### src/rtl/adapter_1_to_4_pkg.sv
// Shared types and defaults for the 1-to-N lane unpacker.
// Imported by the interface and the top module.
package adapter_1_to_4_pkg;

    localparam int DEF_DATA_WIDTH = 16;
    localparam int DEF_N_INPUTS   = 4;

    typedef enum logic {
        ST_IDLE = 1'b0,
        ST_SEND = 1'b1
    } state_t;

    function automatic int clog2(input int n);
        int r;
        r = 0;
        while ((1 << r) < n) begin
            r++;
        end
        return r;
    endfunction

endpackage

### src/rtl/adapter_1_to_4_if.sv
// Wide-in / narrow-out stream bundle for the lane unpacker.
// slave is the unpacker's view, master is the surrounding fabric.
interface adapter_1_to_4_if
    import adapter_1_to_4_pkg::*;
#(
    parameter int DATA_WIDTH = DEF_DATA_WIDTH,
    parameter int N_INPUTS   = DEF_N_INPUTS
) ();

    localparam int LANE_W = clog2(N_INPUTS);

    logic                           in_valid;
    logic                           in_ready;
    logic [N_INPUTS*DATA_WIDTH-1:0] in_data;
    logic                           out_valid;
    logic                           out_ready;
    logic [DATA_WIDTH-1:0]          out_data;
    logic [LANE_W-1:0]              out_lane;
    logic                           out_last;

    modport slave (
        input  in_valid,
        input  in_data,
        input  out_ready,
        output in_ready,
        output out_valid,
        output out_data,
        output out_lane,
        output out_last
    );

    modport master (
        output in_valid,
        output in_data,
        output out_ready,
        input  in_ready,
        input  out_valid,
        input  out_data,
        input  out_lane,
        input  out_last
    );

endinterface

### src/rtl/adapter_1_to_4.sv
// Unpacks one wide word into N_INPUTS narrow beats, lane 0 first.
// Reloads on the last beat so consecutive words stream without a bubble.
module adapter_1_to_4
    import adapter_1_to_4_pkg::*;
#(
    parameter int DATA_WIDTH = DEF_DATA_WIDTH,
    parameter int N_INPUTS   = DEF_N_INPUTS
) (
    input  logic              clk,
    input  logic              reset,
    adapter_1_to_4_if.slave   bus
);

    localparam int LANE_W = clog2(N_INPUTS);
    localparam logic [LANE_W-1:0] LAST_LANE = LANE_W'(N_INPUTS - 1);

    state_t                         state_q;
    state_t                         state_d;
    logic [N_INPUTS*DATA_WIDTH-1:0] word_q;
    logic [LANE_W-1:0]              cnt_q;
    logic [LANE_W-1:0]              cnt_d;
    logic                           load;
    logic                           at_last;
    logic                           in_ready;
    logic                           out_valid;

    always_ff @(posedge clk or posedge reset) begin
        if (reset) begin
            state_q <= ST_IDLE;
            word_q  <= '0;
            cnt_q   <= '0;
        end else begin
            state_q <= state_d;
            cnt_q   <= cnt_d;
            if (load) begin
                word_q <= bus.in_data;
            end
        end
    end

    assign at_last = (state_q == ST_SEND) && (cnt_q == LAST_LANE);

    // out_ready -> in_ready is the only combinational through-path
    always_comb begin
        state_d   = state_q;
        cnt_d     = cnt_q;
        load      = 1'b0;
        in_ready  = 1'b0;
        out_valid = 1'b0;
        unique case (state_q)
            ST_IDLE: begin
                in_ready = 1'b1;
                if (bus.in_valid) begin
                    load    = 1'b1;
                    cnt_d   = '0;
                    state_d = ST_SEND;
                end
            end
            ST_SEND: begin
                out_valid = 1'b1;
                in_ready  = at_last && bus.out_ready;
                if (bus.out_ready) begin
                    if (!at_last) begin
                        cnt_d = cnt_q + 1'b1;
                    end else if (bus.in_valid) begin
                        load  = 1'b1;
                        cnt_d = '0;
                    end else begin
                        state_d = ST_IDLE;
                    end
                end
            end
            default: begin
                state_d = ST_IDLE;
            end
        endcase
    end

    assign bus.in_ready  = in_ready;
    assign bus.out_valid = out_valid;
    assign bus.out_data  = word_q[int'(cnt_q)*DATA_WIDTH +: DATA_WIDTH];
    assign bus.out_lane  = cnt_q;
    assign bus.out_last  = at_last;

endmodule

### src/flat_wrapper.sv
// flat-port wrapper written by rule: the top's interface ports become plain ports
module adapter_1_to_4_flat import adapter_1_to_4_pkg::*;
#(
    parameter int DATA_WIDTH = DEF_DATA_WIDTH,
    parameter int N_INPUTS   = DEF_N_INPUTS
)
  (clk, reset, bus_in_valid, bus_in_data, bus_out_ready, bus_in_ready, bus_out_valid, bus_out_data, bus_out_lane, bus_out_last);
  adapter_1_to_4_if #(.DATA_WIDTH(DATA_WIDTH), .N_INPUTS(N_INPUTS)) bus_i ();
  input  logic clk;
  input  logic reset;
  input wire logic [$bits(bus_i.in_valid)-1:0] bus_in_valid;
  input wire logic [$bits(bus_i.in_data)-1:0] bus_in_data;
  input wire logic [$bits(bus_i.out_ready)-1:0] bus_out_ready;
  output wire logic [$bits(bus_i.in_ready)-1:0] bus_in_ready;
  output wire logic [$bits(bus_i.out_valid)-1:0] bus_out_valid;
  output wire logic [$bits(bus_i.out_data)-1:0] bus_out_data;
  output wire logic [$bits(bus_i.out_lane)-1:0] bus_out_lane;
  output wire logic [$bits(bus_i.out_last)-1:0] bus_out_last;
  assign bus_i.in_valid = bus_in_valid;
  assign bus_i.in_data = bus_in_data;
  assign bus_i.out_ready = bus_out_ready;
  assign bus_in_ready = bus_i.in_ready;
  assign bus_out_valid = bus_i.out_valid;
  assign bus_out_data = bus_i.out_data;
  assign bus_out_lane = bus_i.out_lane;
  assign bus_out_last = bus_i.out_last;
  adapter_1_to_4 #(.DATA_WIDTH(DATA_WIDTH), .N_INPUTS(N_INPUTS)) u_core (.clk(clk), .reset(reset), .bus(bus_i));
endmodule
### config.mk
export PLATFORM = sky130hd
export DESIGN_NAME = adapter_1_to_4_flat
export DESIGN_NICKNAME = d
export VERILOG_FILES = /design/src/rtl/adapter_1_to_4_pkg.sv /design/src/rtl/adapter_1_to_4_if.sv /design/src/rtl/adapter_1_to_4.sv /design/src/flat_wrapper.sv
export SDC_FILE = /design/constraint.sdc
export NUM_CORES = 1
export LEC_CHECK = 0
export ABC_AREA = 1
export CAP_MARGIN = 20
export CELL_PAD_IN_SITES_DETAIL_PLACEMENT = 1
export CELL_PAD_IN_SITES_GLOBAL_PLACEMENT = 1
export CORE_ASPECT_RATIO = 1.4
export CORE_MARGIN = 1
export CORE_UTILIZATION = 35
export CTS_CLUSTER_DIAMETER = 60
export DETAILED_ROUTE_END_ITERATION = 10
export PLACE_DENSITY = 0.78
export SLEW_MARGIN = 20
export SYNTH_ARGS = -nofsm -noshare
export SYNTH_HDL_FRONTEND = slang
export SYNTH_SLANG_ARGS = --single-unit
### constraint.sdc
create_clock -name clk -period 5.3 [get_ports clk]
set_input_delay 1.06 -clock clk [delete_from_list [all_inputs] [get_ports clk]]
set_output_delay 1.06 -clock clk [all_outputs]
set_load 0.01 [all_outputs]
==> flow_summary.ini, run 1 <==
[outcome]
outcome = finished, final reports clean

[sta]
setup_viol = 0
drv_slew = 0
skew_ps = 5.647
post-route-period-util_pct = 75.68
final.setup.tns_ps = 0
final-hold-violation-count = 0
fmax_mhz = 249.3
relSlewSlack_pct = 33.21
tightestPinTransition_ps = 995.7
rsz0062_at_grt = false
worst_slack_ps = 1289
min_period_ps = 4011

[setup_path]
path_max_fanout = 41
start_kind = flop
path_buf_inv = 3
cp_data_required_time_ps = 4240
crit_slowest_cell = clkinv_1
critical-path-max-stage-delay_ps = 800
crit_top_cell = nand2_1
path_cells = clkinv_1 -> buf_4 -> nand2_1 -> o211ai_1 -> nand2_1 -> clkdlybuf4s50_1
arrival_ps = 2950
crit_family = buffers and inverters
endpoint_kind = primary output
worstSetupPathType = reg2out

[cts]
postCtsSetupBuffers = 0
cts_root_buffer = clkbuf_16
cts_buffer_depth = 2
h-tree-depth = 3
clk_pin_slew_ps = 50
cts_sinks = 67
clk_latency_ps = 330
cts-buffers-inserted = 9
cts_resized = 0
ctsHoldBuffers = 0
cts_tree = built

[place]
io_buffer_count = 88
dp.final_hpwl_mm = 7.241
dp_slack_ps = 1694
gp_congestion = 0.8116

[synthesis]
syn-cell-area_um2 = 3407
yosysWarningCount = 0
synthCells = 431
synth_top_cell_by_area = dfrtp_1
async_flop_share_pct = 100.0
synth_area_leaders = dfrtp_1 49%, nand2_1 20%, nand4_1 12%
yosys_register_bits = 67
syn-num-nets = 500
synth_cell_types = 16
synth_area_per_cell_um2 = 7.905
synth_edf_count = 0
ys_seq_area_share_pct = 49.21
synth_flop_cell = dfrtp_1
yosysTopAreaCellShare_pct = 49.21

[detailed_routing]
drt_iter0_drc = 200
vias_per_cell = 5.296
antenna_left = 0
firstDrtPassIters = 4
drt-total-wl_mm = 10.58
drc_errors = 0
wire_per_inst_um = 17.23
dr_total_vias = 3252

[grt]
grt-ovfl-total = 0
grt_use_total_pct = 22.75
grt_pass1_vias = 3419
grt_pass1_wl_mm = 17.55
antenna_found_initial = 0
grt_max_degree = 69

[floorplan]
placementRows = 42
ioPinCount = 89
fp.coreArea_um2 = 9459
die_h_um = 118.7
dieArea_um2 = 10140
initial_core_util_pct = 36.02
die_x_um = 85.39

[finish]
n_antenna_cell = 0
drive_gt1_share_pct = 5.357
area_growth_pct = 33.42
final_nets = 568

[hold_path]
min_path_type = reg2reg

[flow_run]
maxCapViolCount = 0

[pwr]
vdd_drop_max_mv = 0.2719
power.leakage_nw = 2.278
powerDensity_nw_per_um2 = 576.6
final timing paths:
path	startpoint	end	cells past startpoint	slack, ps
max in group asynchronous	reset	u_core.word_q[2]$_DFFE_PP0P_	3	3180
max	u_core.bus.out_lane[0]$_DFFE_PP0P_	bus_out_data[2]	6	1290
min in group asynchronous	reset	u_core.word_q[27]$_DFFE_PP0P_	2	1180
min reg2reg	u_core.word_q[6]$_DFFE_PP0P_	u_core.word_q[6]$_DFFE_PP0P_	2	470
min	u_core.word_q[6]$_DFFE_PP0P_	u_core.word_q[6]$_DFFE_PP0P_	2	470
max reg2reg	u_core.bus.out_lane[1]$_DFFE_PP0P_	u_core.word_q[60]$_DFFE_PP0P_	8	2210
layout make-up:
type                            count  area (µm²)
Clock buffer                       11       252.7
Clock inverter                      5       27.53
Fill cell                        1156        4913
Inverter                           39       146.4
Multi-Input combinational cell    288        1384
Sequential cell                    67        1677
Tap cell                          110       137.6
Timing Repair Buffer               94       920.9
cells by family (layout without fill, tap and decap cells):
group / Yosys count / count (layout) / share of synthesized area (%)
compound gates: 33 / 33 / 7.198
fa+ha+maj: 1 / 1 / 0.3672
buf+inv: 76 / 149 / 10.25
flops: 67 / 67 / 49.21
simple gates: 254 / 254 / 32.98
tightest hold or removal path, cell delays in order (launching register included):
cell,delay [ps]
dfrtp_1,340
nand2_1,50
nand2_1,50
report_power, final:
part	switching, mW	internal (mW)
Sequential	0.167	0.744
Combinational	0.664	0.495
Clock	0.214	0.338
per-stage QoR:
stage | total power [mW] | area, µm² | hold slack [ps] | cells | util [%]
after floorplan | 1.555 | 3407 | 441.9 | 431 | -
after global placement | 2.013 | 4265 | 455.3 | 598 | 45.09
after detailed placement | 2.069 | 4265 | 458.4 | 598 | 45.09
after CTS | 2.639 | 4546 | 472.1 | 614 | 48.06
after global routing | 2.813 | 4546 | 498.4 | 614 | 48.06
final | 2.621 | 4546 | 471.6 | 614 | 48.06
placed cells by master (no fill, tap or decap):
cell type and n:
nand2_2 2, nand4_1 64, buf_2 1, nand3_2 1, inv_2 1, buf_4 6
clkinv_1 1, ha_1 1, clkdlybuf4s50_1 87, clkinv_2 4, nand3_1 1, dfrtp_1 67
clkbuf_8 2, o211ai_1 32, inv_1 37, clkinvlp_4 1, o21ai_0 1, clkbuf_16 9
nor2_1 1, nand2_1 185
flip-flops by register name, indices dropped and copies added (netlist names):
name                 cells
u_core.word_q           64
u_core.state_q           1
u_core.bus.out_lane      2
metal layers:
metal / global-route usage (%) / routed length (µm) / vias to the layer above
li1: - / - / 1572
met2: 37.50 / 5156 / 79
met3: 3.422 / 294 / 28
met5: 0 / 0 / -
met4: 11.88 / 446 / 0
met1: 28.67 / 4680 / 1573
cells in the mapped netlist, types with 4 or more instances:
master	instances
o211ai_1	32
dfrtp_1	67
buf_2	24
nand4_1	64
clkbuf_1	7
nand2_1	186
inv_1	39
buf_6	4
No activity file was read; power rests on OpenSTA's default activity.
==> run 2, diff against run 1 <==
==> constraint.sdc (replaced) <==
create_clock -name clk -period 3.94 [get_ports clk]
set_input_delay 0.788 -clock clk [delete_from_list [all_inputs] [get_ports clk]]
set_output_delay 0.788 -clock clk [all_outputs]
set_load 0.01 [all_outputs]
==> flow_summary.ini, run 2 (synthesis results as in run 1) <==
[finish]
regMostFlops = u_core.word_q
mostFrequentLayoutCells = 185 x nand2_1, 87 x clkdlybuf4s50_1, 67 x dfrtp_1
final_nets = 569
final_common_cell = nand2_1
largest_register_ff_count = 64
regArea_um2 = 1677
multi_input_area_um2 = 1384
fin_cells = 615
drive_gt1_share_pct = 4.752
area_growth_pct = 32.90
n_antenna_cell = 0
num-fill-cells = 1163

[detailed_routing]
firstDrtPassIters = 4
antenna_left = 0
drc_errors = 0
drt_iter0_drc = 200
drt-total-wl_mm = 10.55
wire_per_inst_um = 17.15
vias_per_cell = 5.327
dr_total_vias = 3276

[floorplan]
dieArea_um2 = 10140
die_x_um = 85.39
placementRows = 42
fp.coreArea_um2 = 9459
ioPinCount = 89
die_h_um = 118.7
initial_core_util_pct = 36.02

[grt]
grt-ovfl-total = 0
grt_pass1_wl_mm = 17.19
antenna_found_initial = 0
use_met1_pct = 26.78
grt_use_met2_pct = 39.82
top_usage_layer = met2
grt_pass1_vias = 3416
grt_use_met3_pct = 3.631
grt_use_total_pct = 22.27
grt_max_degree = 68

[pwr]
vdd_drop_max_mv = 0.3322
powerDensity_nw_per_um2 = 769.2
power.total_mw = 3.483
power.leakage_nw = 2.269

[sta]
post-route-period-util_pct = 77.88
drv_slew = 0
final.setup.tns_ps = 0
final-hold-violation-count = 0
rsz0062_at_grt = false
setup_viol = 0
relSlewSlack_pct = 41.74
fmax_mhz = 325.9
min_period_ps = 3069
tightestPinTransition_ps = 873.9
holdWs_ps = 469.2
skew_ps = 3.468

[setup_path]
arrival_ps = 2280
worstSetupPathType = reg2out
path_max_fanout = 65
cp_data_required_time_ps = 3150
start_kind = flop
endpoint_kind = primary output

[cts]
cts_resized = 0
cts_sinks = 67
postCtsSetupBuffers = 0
cts_buffer_depth = 2
ctsHoldBuffers = 0
cts-buffers-inserted = 9
cts_root_buffer = clkbuf_16
clk_latency_ps = 330
clk_pin_slew_ps = 50
h-tree-depth = 3
cts_tree = built

[place]
gp_congestion = 0.7700
dp_cells = 599
io_buffer_count = 88
dp.final_hpwl_mm = 7.201

[outcome]
outcome = finished, final reports clean

[flow_run]
maxCapViolCount = 0

[hold_path]
min_path_type = reg2reg
==> run 2: final timing paths <==
path                                                    start  slack [ps]                       endpoint  depth (start not counted)
max in group asynchronous                               reset        2340  u_core.word_q[19]$_DFFE_PP0P_                          3
setup reg to reg           u_core.bus.out_lane[1]$_DFFE_PP0P_        1480  u_core.word_q[44]$_DFFE_PP0P_                          8
min in group asynchronous                               reset        1030  u_core.word_q[28]$_DFFE_PP0P_                          3
hold / removal                  u_core.word_q[58]$_DFFE_PP0P_         470  u_core.word_q[58]$_DFFE_PP0P_                          2
hold reg to reg                 u_core.word_q[58]$_DFFE_PP0P_         470  u_core.word_q[58]$_DFFE_PP0P_                          2
setup / recovery           u_core.bus.out_lane[0]$_DFFE_PP0P_         870                bus_out_data[3]                          6
==> run 2: area by class of cell <==
type	instances	share of cell area, %
clock inverter	3	0.3316
inverter	39	3.233
clock buffer	13	5.305
timing repair buffer	95	20.50
sequential	67	37.03
tap	110	3.040
multi-input combinational	288	30.56
==> run 2: critical path, stage by stage (launching register included) <==
cell and delay [ps]:
dfrtp_1 430, clkinv_1 60, buf_4 510, nand2_1 210, o211ai_1 150, nand2_1 80
clkdlybuf4s50_1 480
==> run 2: where the power goes <==
group	switching (mW)	total [mW]	internal, mW
combinational	0.927	1.59	0.668
sequential	0.193	1.19	1.00
clock	0.272	0.695	0.423
==> run 2: metal layers <==
layer | vias to the layer above | wire length [µm]
li1 | 1566 | -
met1 | 1611 | 4453
met2 | 82 | 5485
met3 | 17 | 380
met4 | 0 | 226
met5 | - | 0
==> run 2: metrics by stage <==
stage	instance area, µm²	util [%]	setup slack [ps]
after floorplan	3407	-	1469
after global placement	4273	45.17	1144
after detailed placement	4273	45.17	1114
after CTS	4528	47.87	868.2
after global routing	4528	47.87	774.0
final	4528	47.87	871.3
